## config.mk

```make
export PLATFORM = sky130hd
export DESIGN_NAME = div_ctrl
export DESIGN_NICKNAME = d
export VERILOG_FILES = /design/src/rtl/div_ctrl.sv
export SDC_FILE = /design/constraint.sdc
export NUM_CORES = 1
export LEC_CHECK = 0
export BUFFER_PORTS_ARGS = -buffer_cell sky130_fd_sc_hd__buf_4
export CORE_MARGIN = 1.5
export CORE_UTILIZATION = 30
export CTS_CLUSTER_DIAMETER = 60
export CTS_CLUSTER_SIZE = 20
export DETAILED_ROUTE_END_ITERATION = 6
export MAX_ROUTING_LAYER = met4
export SLEW_MARGIN = 20
export SYNTH_ARGS = -nofsm -noshare
export SYNTH_HDL_FRONTEND = slang
export SYNTH_SLANG_ARGS = --single-unit
export TNS_END_PERCENT = 50
```

## constraint.sdc

```tcl
create_clock -name clk_in -period 3.3 [get_ports clk_in]
set_clock_uncertainty 0.15 [all_clocks]
set_input_delay 0.66 -clock clk_in [delete_from_list [all_inputs] [get_ports clk_in]]
set_output_delay 0.66 -clock clk_in [all_outputs]
set_load 0.1 [all_outputs]
```

## src/rtl/div_ctrl.sv

```systemverilog
// div_ctrl: run-time controller for the even-ratio clock divider path.
// Validates divisors, applies them on period boundaries, starts/stops glitch-free.
module div_ctrl #(
   parameter int CNT_W   = 8,
   parameter int DEF_DIV = 8
) (
   input  logic             clk_in,
   input  logic             rst,
   input  logic             en,
   input  logic             cfg_valid,
   input  logic [CNT_W-1:0] cfg_div,
   output logic             cfg_ready,
   output logic             cfg_err,
   output logic             clk_out,
   output logic             busy,
   output logic [CNT_W-1:0] cur_div
);

   localparam logic [CNT_W-1:0] DEF_V = CNT_W'(DEF_DIV);
   localparam logic [CNT_W-2:0] ONE_H = {{(CNT_W-2){1'b0}}, 1'b1};

   if ((DEF_DIV % 2) != 0 || DEF_DIV < 2 ||
       DEF_DIV > (2 ** CNT_W) - 2) begin : g_bad_def
      $error("div_ctrl: illegal DEF_DIV %0d", DEF_DIV);
   end

   typedef enum logic [1:0] {
      S_OFF,
      S_RUN,
      S_STOP
   } state_t;

   state_t           state, state_d;
   logic [CNT_W-2:0] cnt, cnt_d;
   logic [CNT_W-2:0] h, h_m1;
   logic             clk_d;
   logic [CNT_W-1:0] cur_d;
   logic [CNT_W-1:0] pend_div, pend_d;
   logic             pend_vld, pvld_d;
   logic             err_d;
   logic             wrap;
   logic             legal;
   logic             xfer;
   logic             apply;

   assign h         = cur_div[CNT_W-1:1];
   assign h_m1      = h - ONE_H;
   assign wrap      = (cnt == h_m1);
   assign legal     = ~cfg_div[0] & (|cfg_div[CNT_W-1:1]);
   assign cfg_ready = ~pend_vld;
   assign xfer      = cfg_valid & cfg_ready;
   assign busy      = (state != S_OFF);

   always_ff @(posedge clk_in or posedge rst) begin
      if (rst) begin
         state    <= S_OFF;
         cnt      <= '0;
         clk_out  <= 1'b0;
         cur_div  <= DEF_V;
         pend_div <= '0;
         pend_vld <= 1'b0;
         cfg_err  <= 1'b0;
      end else begin
         state    <= state_d;
         cnt      <= cnt_d;
         clk_out  <= clk_d;
         cur_div  <= cur_d;
         pend_div <= pend_d;
         pend_vld <= pvld_d;
         cfg_err  <= err_d;
      end
   end

   always_comb begin
      state_d = state;
      cnt_d   = cnt;
      clk_d   = clk_out;
      cur_d   = cur_div;
      pend_d  = pend_div;
      pvld_d  = pend_vld;
      err_d   = xfer & ~legal;
      apply   = 1'b0;

      unique case (state)
         S_OFF: begin
            cnt_d = '0;
            clk_d = 1'b0;
            // a divisor parked while stopping is taken once idle
            apply = pend_vld;
            if (en) begin
               state_d = S_RUN;
            end
         end
         S_RUN: begin
            if (!en && !clk_out) begin
               state_d = S_OFF;
               cnt_d   = '0;
               clk_d   = 1'b0;
               apply   = pend_vld;
            end else if (wrap) begin
               cnt_d = '0;
               clk_d = ~clk_out;
               if (clk_out) begin
                  apply = pend_vld;
                  // high phase just completed: no need to linger in STOP
                  if (!en) begin
                     state_d = S_OFF;
                  end
               end
            end else begin
               cnt_d = cnt + ONE_H;
               if (!en) begin
                  state_d = S_STOP;
               end
            end
         end
         S_STOP: begin
            if (wrap) begin
               state_d = S_OFF;
               cnt_d   = '0;
               clk_d   = 1'b0;
               apply   = pend_vld;
            end else begin
               cnt_d = cnt + ONE_H;
            end
         end
         default: begin
            state_d = S_OFF;
            cnt_d   = '0;
            clk_d   = 1'b0;
         end
      endcase

      if (apply) begin
         cur_d  = pend_div;
         pvld_d = 1'b0;
      end

      if (xfer && legal) begin
         if (state == S_OFF) begin
            cur_d = cfg_div;
         end else begin
            pend_d = cfg_div;
            pvld_d = 1'b1;
         end
      end
   end

endmodule

```

# After elaboration in Yosys (flattened, before gate mapping)
# Index checks and enable logic that the tools add are counted.
# word_totals
out_inout_bits,12
word_cells,62
register_bits,28
inputBits,12
# op_classes
n_addsub,2
n_bitwise,8
n_mux,26
eq_ne,9
reduce_logical,10
# op_table
operator,count
$mux W8,3
$mux W2,7
$mux W7,2
$pmux W7 S2,1
$ne A4 B4 Y1 const B,3
$mux W1,10
$add A7 B1 Y7 const B,1
$eq A7 B7 Y1,1
$reduce_or A7 Y1,1
$sub A7 B1 Y7 const B,1
$pmux W2 S3,1
$not A1 Y1,5
$reduce_and A5 Y1,1
$ne A2 B2 Y1 const B,2
$reduce_and A2 Y1,2
$and A1 B1 Y1,3
$ne A3 B3 Y1 const B,1
$pmux W1 S3,1
$eq A2 B1 Y1 const B,1
$eq A2 B2 Y1 const B,1
$logic_and A1 B1 Y1,2
$logic_not A1 Y1,2
$logic_not A2 Y1,1
$pmux W1 S2,1
$reduce_bool A2 Y1,1

# Logic depth before layout (Yosys ltp)
# Gate-level depths: netlist of the first run.
# logic_depth
word_depth,8
ltp_mapped,9
ltp_nobuf,8

# Worst setup path before layout of the first run
# OpenSTA, ideal clock, no wires.
# synth_timing
kind,flip-flop to flip-flop
from,register cur_div[1]
to,register cur_div[5]
arrival_ns,2.718
setup_slack_ns,0.302
t_required_ns,3.019
path_buffers,1
path_stages_with_launch,10
setup_time_ns,0.131
period_less_slack_ns,2.998
cell_sequence,dfrtp_1 > inv_1 > ha_1 > or3_1 > a31oi_1 > nand4b_1 > o21ai_2 > buf_6 > mux2i_1 > a21oi_1
# synth_via
elab_chain_cells,8
elab_cells_between_ends,9
classes_between,add/sub: 1; eq/ne: 1; mux: 7
# synth_rtl
element,line_no,text
"start, declared",16,output logic [CNT_W-1:0] cur_div
"start signal, assigned",67,cur_div <= cur_d;
$sub A7 B1 Y7 *,47,assign h_m1 = h - ONE_H;
$eq A7 B7 Y1 *,48,assign wrap = (cnt == h_m1);
$mux W1,100,end else if (wrap) begin
$mux W1,95,if (!en && !clk_out) begin
$pmux W1 S3 *,84,unique case (state)
$mux W8 *,134,if (apply) begin
$mux W8,140,if (state == S_OFF) begin
$mux W8 *,139,if (xfer && legal) begin
via cur_d[5],37,logic [CNT_W-1:0] cur_d;
# The timed path passes the listed nets; every way through them passes the cells marked *.
# A chain may end at the register's enable or synchronous reset.

# Worst setup path in the final report of the first run
# layout_timing
from,register cur_div[1]
to,register cur_div[7]
# Same word-level chain as after synthesis.

==> results of run 1 <==
## registers in the layout, summed over array words and instances (netlist names)
signal,cells
pend_div,8
cnt,7
clk_out,1
cur_div,8
cfg_err,1
pend_vld,1
state,2
## through the flow
step	instance area [sq um]	total power, W	cells
after floorplan	1530	0.00137	155
after global placement	1780	0.00157	244
after detailed placement	1780	0.00158	244
after CTS	1850	0.00186	248
after global routing	1850	0.00197	248
final	1850	0.00185	248
## layout make-up
cell class / instances / area (sq um) / share of cell area, %
tap: 67 / 83.8 / 4.52
clock inverter: 1 / 30.0 / 1.62
timing repair buffer: 24 / 180 / 9.72
multi-input combinational: 113 / 771 / 41.6
sequential: 28 / 702 / 37.9
clock buffer: 3 / 41.3 / 2.23
inverter: 12 / 45.0 / 2.43
## cell families after synthesis
kind of cell,Yosys count
adders and majority gates,7
DFF,28
and+or+nand+nor,61
AOI/OAI and AO/OA,22
buffers and inverters,14
muxes,12
xor gates and xnor gates,11
## worst reg2reg max path: stages (launching register included)
cell      delay [ns]
dfrtp_1         0.47
inv_1           0.10
ha_1            0.28
or3_1           0.39
a31oi_1         0.23
nand4b_1        0.15
o21ai_2         0.52
mux2i_1         0.25
a21oi_1         0.08
## synth_stat cells, types with 2 or more instances
cell and count:
dfrtp_1 27, nor2_1 19, nand2_1 13, inv_1 12
xnor2_1 9, ha_1 7, mux2_2 7, a21oi_1 5
mux2i_1 5, nor3_1 5, o311ai_1 5, nand3_1 4
nand4b_1 3, nor2b_1 3, o21ai_0 3, or3_1 3
and3_1 2, nand2b_1 2, nand3b_1 2, o22ai_1 2
xor2_1 2
## how the worst max path moves through the flow
stage               slack, ns                    to  cells after the start            startpoint
floorplan                0.30  cur_div[5]$_DFF_PP0_                      9  cur_div[1]$_DFF_PP0_
global placement         0.71  cur_div[7]$_DFF_PP0_                      8  cur_div[1]$_DFF_PP0_
detailed placement       0.62  cur_div[0]$_DFF_PP0_                      8  cur_div[1]$_DFF_PP0_
CTS                      0.59  cur_div[7]$_DFF_PP0_                      8  cur_div[1]$_DFF_PP0_
global route             0.39  cur_div[7]$_DFF_PP0_                      8  cur_div[1]$_DFF_PP0_
finish                   0.57  cur_div[7]$_DFF_PP0_                      8  cur_div[1]$_DFF_PP0_
## power by group
part	switching [W]	internal, W	total, W	leakage (nW)
registers	0.000101	0.000453	0.000553	0.358
logic	0.000712	0.000307	0.00102	0.426
clock network	0.000114	0.000163	0.000276	0.0357
## per-layer routing
| metal | up-vias | global-route usage [%] | wire length (microns) |
|---|---|---|---|
| met3 | 6 | 2.98 | 140 |
| met1 | 562 | 19.2 | 1650 |
| met4 | 0 | 4.85 | 62 |
| met5 | - | - | 0 |
| li1 | 595 | - | - |
| met2 | 30 | 19.9 | 1510 |
==> results_dict.tcl, run 1 <==
set metrics [dict create \
    status "completed" \
    max_freq_mhz 367 \
    core.rowCount 25 \
    drtAntennaViolNets 0 \
    whs_ns 0.286 \
    cp_slowest_cell "o21ai_2" \
    core_region_area_sq_um 4820 \
    regToRegSetupSlack_ns 0.57 \
    layout_common_cells "dfrtp_1 (27), buf_4 (24), nor2_1 (19)" \
    async_flop_share_pct 100 \
    grt_usage_pct 13.9 \
    synth.area.mux_share_pct 8.41 \
    cts-buffers-inserted 3 \
    synth_area_leaders "dfrtp_1 (44%), ha_1 (5.7%), mux2_2 (5.1%), xnor2_1 (5.1%), nor2_1 (4.7%)" \
    drc 0 \
    timing.slew.headroom_pct 55.4 \
    drt_iter0_drc 55 \
    vias_per_cell 4.81 \
    postCtsHoldBufs 0 \
    antennaDiodeCount 0 \
    seq_area_frac_synth_pct 45.8 \
    critPathTopFamily "compound AO/OA/AOI/OAI gates" \
    nFillCells 524 \
    cts_tree "done" \
    die_area_sq_um 5550 \
    leakage_nw 0.820 \
    path_cells "inv_1 > ha_1 > or3_1 > a31oi_1 > nand4b_1 > o21ai_2 > mux2i_1 > a21oi_1" \
    setup_slack_ns 0.574 \
    hold_viol 0 \
    irDropWorstVdd_mv 0.260 \
    synth_xor_area_share_pct 6.29 \
    finalMaxSlewViolations 0 \
    r2r_end "cur_div[7]$_DFF_PP0_" \
    setup_tns_ns 0 \
    antenna_found_initial 0 \
    worst-path-buf-inv 1 \
    portBuffers 23 \
    period_minus_slack_ns 2.73 \
    die_h_microns 74.5 \
    syn2layout_area_growth_pct 20.9 \
    yosys_warnings 0 \
    r2r_cells 8 \
    synth_edf_count 0 \
    setup_viol 0 \
    synth-adder-area-share_pct 5.71 \
    cp-start-kind "flip-flop" \
    cts_root_buffer "clkbuf_8" \
    worstSetupPathType "flip-flop to flip-flop" \
    place_ws_ns 0.622 \
    synth_top_family_by_area "simple AND/OR/NAND/NOR gates" \
    cts-resized-gates 0 \
    die_w_microns 74.5 \
    maxCapViolCount 0 \
    firstDrtPassIters 4 \
    grt_pass1_vias 1155 \
    grt_pass1_wl_microns 5710 \
    synth_cell_type_count 36 \
    place_congestion 0.783 \
    start_util_pct 31.8 \
    required_ns 3.32 \
    pwr_density_cell_nw_per_um2 998 \
    final_common_cell "dfrtp_1" \
    finalCritPeriodShare_pct 82.6 \
    insertion_delay_ns 0.28 \
    grt_max_degree 29 \
    crit_path_end_kind "flip-flop" \
    synth_nets 174 \
    syn-instance-count 155 \
    netlist_area_sq_um 1530 \
    io_pins 24 \
    nets 201 \
    cts_setup_buffers 0 \
    critPathMaxStageDelay_ns 0.52 \
    dpl.hpwl_microns 2550 \
    drive_gt1_share_pct 20.4 \
    routed_wl_microns 3360 \
    rsz0062_at_grt "no" \
    h-tree-depth 1 \
    synthSimpleGateAreaFrac_pct 20.1 \
    cts_sinks 28 \
    hold_class "primary input to async pin" \
    utilization_pct 38.5 \
    cp_max_fo 14 \
    clk_path_buf_depth 2 \
    clkTransAtPathRegs_ns 0.10 \
    postSynthAreaPerCell_sq_um 9.89 \
    wl_per_cell_microns 13.6 \
    worst_pin_slew_ns 0.666 \
    via_count 1193 \
    ys.flop_type "dfrtp_1" \
    synth_top_area_share_pct 44.1 \
    crit_arrival_ns 2.74 \
    synth.largest_area_cell "dfrtp_1" \
    globalRouteOverflowTotal 0 \
    ys_ff_latch 28 \
    synth_compound_area_share_pct 9.80 \
    rr_startpoint "cur_div[1]$_DFF_PP0_" \
]
Power figures use the tool's default switching activity.
==> run 2, diff against run 1 <==
==> constraint.sdc (replaced) <==
create_clock -name clk_in -period 2.7 [get_ports clk_in]
set_clock_uncertainty 0.15 [all_clocks]
set_input_delay 0.54 -clock clk_in [delete_from_list [all_inputs] [get_ports clk_in]]
set_output_delay 0.54 -clock clk_in [all_outputs]
set_load 0.1 [all_outputs]
==> run 2 against run 1 <==
  * Maximum frequency grew 6.2%
  * Sequential share of layout area fell by 0.37 points
  * Combinational power grew 24%
  * Sequential cell count did not move
  * Critical path type unchanged
  * Critical endpoint is now state[0]$_DFFE_PP0P_
==> results_dict.tcl, run 2 (synthesized netlist as in run 1, its figures left out) <==
set metrics [dict create \
    status "completed" \
    largestRegisters "cur_div: 8 flops, pend_div: 8 flops, cnt: 7 flops" \
    cp_max_fo 7 \
    wl_per_cell_microns 13.0 \
    layout_common_cells "buf_4 (27), dfrtp_1 (25), nor2_1 (19)" \
    drtAntennaViolNets 0 \
    dpl.hpwl_microns 2450 \
    drc 0 \
    syn2layout_area_growth_pct 22.5 \
    place_ws_ns 0.212 \
    postCtsHoldBufs 0 \
    grt_max_degree 29 \
    finalCritPeriodShare_pct 95.1 \
    crit_path_end_kind "flip-flop" \
    utilization_pct 39.0 \
    hold_class "primary input to async pin" \
    antenna_found_initial 0 \
    max_freq_mhz 390 \
    grt_pass1_vias 1114 \
    start_util_pct 31.8 \
    die_w_microns 74.5 \
    place_congestion 0.840 \
    cts_root_buffer "clkbuf_8" \
    final_cells 251 \
    die_h_microns 74.5 \
    cts-resized-gates 0 \
    antennaDiodeCount 0 \
    drt_iter0_drc 60 \
    setup_slack_ns 0.133 \
    cp-start-kind "flip-flop" \
    leakage_nw 0.833 \
    finalMaxSlewViolations 0 \
    setup_viol 0 \
    timing.slew.headroom_pct 62.9 \
    core.rowCount 25 \
    hold_viol 0 \
    globalRouteOverflowTotal 0 \
    clk_path_buf_depth 2 \
    die_area_sq_um 5550 \
    vias_per_cell 4.84 \
    worstSetupPathType "flip-flop to flip-flop" \
    drive_gt1_share_pct 22.8 \
    period_minus_slack_ns 2.57 \
    via_count 1214 \
    grt_usage_pct 13.2 \
    routed_wl_microns 3270 \
    rr_startpoint "cur_div[1]$_DFF_PP0_" \
    irDropWorstVdd_mv 0.359 \
    core_region_area_sq_um 4820 \
    worst_pin_slew_ns 0.554 \
    required_ns 2.75 \
    pwr_density_cell_nw_per_um2 1210 \
    r2r_end "state[0]$_DFFE_PP0P_" \
    cts_setup_buffers 0 \
    final_common_cell "buf_4" \
    dpl.cell_count 247 \
    r2r_cells 7 \
    maxCapViolCount 0 \
    crit_arrival_ns 2.62 \
    insertion_delay_ns 0.28 \
    cts_sinks 28 \
    rsz0062_at_grt "no" \
    portBuffers 23 \
    setup_tns_ns 0 \
    regToRegSetupSlack_ns 0.13 \
    firstDrtPassIters 4 \
    cts_tree "done" \
    grt_pass1_wl_microns 5440 \
    cts-buffers-inserted 3 \
    clkTransAtPathRegs_ns 0.10 \
    io_pins 24 \
    nFillCells 523 \
    h-tree-depth 1 \
    nets 204 \
]
run 2: per-stage QoR:
stage	hold slack [ns]	cell area, sq um	power [W]
floorplan	0.259	1540	0.00167
detailed placement	0.281	1810	0.00194
finish	0.167	1880	0.00227
global placement	0.264	1810	0.00193
global route	0.194	1880	0.00239
CTS	0.177	1880	0.00228
run 2: final cells by class:
cell class,count,area [sq um],area share (%)
clock buffers,3,41.3,2.20
clock inverters,1,30.0,1.60
inverters,12,45.0,2.40
multi-input cells,113,771,41.0
flip-flops and latches,28,704,37.5
well taps,67,83.8,4.46
repair buffers,27,203,10.8
run 2: routing by layer:
metal  vias up  part of all wire [%]  global-route usage (%)
met1       586                    51                    18.2
met5         -                     0                       -
met3         4                   3.5                    2.44
met2        24                    44                    19.2
li1        600                     -                       -
met4         0                   1.4                    5.05
run 2: worst max path at each step:
| stage | from | end | slack [ns] | cells past startpoint |
|---|---|---|---|---|
| CTS | cur_div[1]$_DFF_PP0_ | state[0]$_DFFE_PP0P_ | 0.19 | 7 |
| global route | cur_div[1]$_DFF_PP0_ | state[0]$_DFFE_PP0P_ | 0.05 | 7 |
| detailed placement | cur_div[1]$_DFF_PP0_ | state[0]$_DFFE_PP0P_ | 0.21 | 7 |
| floorplan | cur_div[1]$_DFF_PP0_ | cur_div[5]$_DFF_PP0_ | 0.02 | 9 |
| finish | cur_div[1]$_DFF_PP0_ | state[0]$_DFFE_PP0P_ | 0.13 | 7 |
| global placement | cur_div[1]$_DFF_PP0_ | cur_div[5]$_DFF_PP0_ | 0.23 | 9 |
run 2: worst max-delay path: stages, from the launching register on:
cell      delay [ns]
dfrtp_2         0.44
inv_1           0.08
ha_1            0.26
or3_1           0.38
a31oi_1         0.30
nand3b_1        0.21
a221oi_1        0.42
mux2i_1         0.23
run 2: power by group:
group	switching, W	leakage (nW)	internal, W	total (W)
clock network	0.000135	0.0357	0.000199	0.000333
registers	0.000121	0.356	0.000556	0.000676
logic	0.000864	0.442	0.000392	0.00126
==> run 3, diff against run 2 <==
--- a/config.mk
+++ b/config.mk
@@ -6,12 +6,14 @@
 export NUM_CORES = 1
 export LEC_CHECK = 0
 export BUFFER_PORTS_ARGS = -buffer_cell sky130_fd_sc_hd__buf_4
-export CORE_MARGIN = 1.5
+export CORE_MARGIN = 3
 export CORE_UTILIZATION = 30
 export CTS_CLUSTER_DIAMETER = 60
 export CTS_CLUSTER_SIZE = 20
 export DETAILED_ROUTE_END_ITERATION = 6
 export MAX_ROUTING_LAYER = met4
+export RECOVER_POWER = 50
+export SETUP_SLACK_MARGIN = 0.15
 export SLEW_MARGIN = 20
 export SYNTH_ARGS = -nofsm -noshare
 export SYNTH_HDL_FRONTEND = slang
==> run 3 against run 2 <==
  * Hold slack lost 0.13 ns
  * Utilization shrank 0.21 points
  * First-iteration DRC count grew 43%
  * Sequential power grew 1%
  * Die area grew 8.2%
  * Sequential share of layout area grew 0.60 points
  * Sequential cell count is the same
  * Via count shrank 1.4%
  * Count of clock-buffer cells in the layout is the same
  * Wire length grew 2.3%
  * Non-clock buffer count is the same
==> results_dict.tcl, run 3 (synthesized netlist as in run 1, its figures left out) <==
set metrics [dict create \
    max_freq_mhz 409 \
    p_switching_w 0.00113 \
    drtAntennaViolNets 0 \
    grt_usage_pct 12.3 \
    r2r_end "cur_div[4]$_DFF_PP0_" \
    place_ws_ns 0.156 \
    cp-start-kind "flip-flop" \
    drt_iter0_drc 86 \
    io_pins 24 \
    r2r_cells 9 \
    leakage_nw 0.802 \
    worst-path-buf-inv 2 \
    vias_per_cell 4.77 \
    grt_pass1_wl_microns 5920 \
    placed_area_sq_um 1810 \
    maxCapViolCount 0 \
    path_cells "inv_1 > ha_1 > or3_1 > a31oi_1 > nand4b_1 > o21ai_4 > buf_4 > nand2_1 > o311ai_1" \
    globalRouteOverflowTotal 0 \
    core_region_area_sq_um 4820 \
    critPathMaxStageDelay_ns 0.46 \
    regToRegSetupSlack_ns 0.26 \
    clk_path_buf_depth 2 \
    setup_tns_ns 0 \
    firstDrtPassIters 4 \
    critPathTopFamily "simple AND/OR/NAND/NOR gates" \
    wl_per_cell_microns 13.3 \
    period_minus_slack_ns 2.44 \
    p_clk_share_pct 14.7 \
    routed_wl_microns 3340 \
    status "completed" \
    rr_startpoint "cur_div[1]$_DFF_PP0_" \
    intPower_w 0.00114 \
    portBuffers 23 \
    nets 204 \
    setup_slack_ns 0.256 \
    grt_max_degree 17 \
    setup_viol 0 \
    dpl.hpwl_microns 2630 \
    antenna_found_initial 0 \
    dpl.cell_count 246 \
    switching_share_pct 49.8 \
    drive_gt1_share_pct 20.1 \
    grt_pass1_vias 1224 \
    final_common_cell "dfrtp_1" \
    final_cells 251 \
    insertion_delay_ns 0.28 \
    start_util_pct 31.8 \
    irDropWorstVdd_mv 0.345 \
    drc 0 \
    die_h_microns 77.5 \
    cts_tree "done" \
    antennaDiodeCount 0 \
    finalMaxSlewViolations 0 \
    finalCritPeriodShare_pct 90.5 \
    crit_arrival_ns 2.47 \
    h-tree-depth 1 \
    combPwrFrac_pct 55.2 \
    timing.slew.headroom_pct 22.1 \
    via_count 1197 \
    cts_sinks 28 \
    die_w_microns 77.5 \
    cts-buffers-inserted 3 \
    cp_slowest_cell "dfrtp_4" \
    worst_pin_slew_ns 1.17 \
    hold_class "primary input to async pin" \
    layout_common_cells "dfrtp_1 (23), nor2_1 (19), buf_4 (18)" \
    die_area_sq_um 6000 \
    clkTransAtPathRegs_ns 0.10 \
    syn2layout_area_growth_pct 21.9 \
    final_area_sq_um 1870 \
    required_ns 2.73 \
    cp_max_fo 8 \
    power_w 0.00227 \
    nFillCells 515 \
    core.rowCount 25 \
    postCtsHoldBufs 0 \
    hold_viol 0 \
    largestRegisters "cur_div: 8 flops, pend_div: 8 flops, cnt: 7 flops" \
    seqPwrFrac_pct 30.1 \
    cts_root_buffer "clkbuf_8" \
    rsz0062_at_grt "yes" \
    place_congestion 0.800 \
    crit_path_end_kind "flip-flop" \
    worstSetupPathType "flip-flop to flip-flop" \
    pwr_density_cell_nw_per_um2 1220 \
]
==> run 3: cell types whose count changed in the layout (fill, tap and decap cells not counted) <==
cell / previous run / this run
o21ai_4: 0 / 1
nor3_2: 0 / 1
clkbuf_1: 0 / 8
o21ai_2: 1 / 0
clkbuf_4: 0 / 1
dfrtp_4: 0 / 2
dfrtp_1: 25 / 23
nor3_1: 5 / 4
buf_4: 27 / 18
==> run 3: power by group through the flow <==
stage	sequential [W]	clock, W	combinational [W]
final	0.000683	0.000334	0.00126
after CTS	0.000684	0.000351	0.00127
after global routing	0.000710	0.000361	0.00136
after global placement	0.000694	0	0.00125
after detailed placement	0.000693	0	0.00126
after floorplan	0.00104	0	0.000642
==> run 3: per-layer routing <==
| metal | GRT usage (%) | wire [microns] | share of wire (%) |
|---|---|---|---|
| met2 | 18.4 | 1470 | 44 |
| met3 | 2.55 | 109 | 3.3 |
| met5 | - | 0 | 0 |
| met1 | 17.6 | 1740 | 52 |
| met4 | 2.14 | 24 | 0.72 |
==> run 3: worst max-delay path by stage <==
stage | startpoint | to | slack [ns] | cells past startpoint
after floorplan | cur_div[1]$_DFF_PP0_ | cur_div[5]$_DFF_PP0_ | 0.15 | 9
after global placement | cur_div[1]$_DFF_PP0_ | cur_div[4]$_DFF_PP0_ | 0.21 | 8
after detailed placement | cur_div[1]$_DFF_PP0_ | cur_div[6]$_DFF_PP0_ | 0.16 | 8
after CTS | cur_div[1]$_DFF_PP0_ | cnt[6]$_DFF_PP0_ | 0.20 | 8
after global routing | cur_div[1]$_DFF_PP0_ | state[0]$_DFFE_PP0P_ | 0.08 | 7
final | cur_div[1]$_DFF_PP0_ | cur_div[4]$_DFF_PP0_ | 0.26 | 9
==> run 3: cell type report <==
class | count | area (sq um) | share of cell area (%)
Clock buffer | 3 | 41.3 | 2.21
Multi-Input combinational cell | 113 | 783 | 41.9
Timing Repair Buffer | 27 | 173 | 9.24
Sequential cell | 28 | 712 | 38.1
Inverter | 12 | 45.0 | 2.41
Tap cell | 67 | 83.8 | 4.49
Clock inverter | 1 | 30.0 | 1.61
==> run 3: per-stage QoR <==
step                      util, %  hold WS (ns)
final                        38.8        0.0359
after global routing         38.8        0.0559
after detailed placement     37.5         0.273
after global placement       37.5         0.267
after CTS                    39.1        0.0386
after floorplan                 -         0.259
==> run 3: what timing repair did <==
item                                   4_1_cts  5_1_grt
setup endpoints to repair                    2       15
endpoints found under the hold margin        0        0
setup buffers                                0        1
pin swaps                                    0        2
resized for setup                            1        1
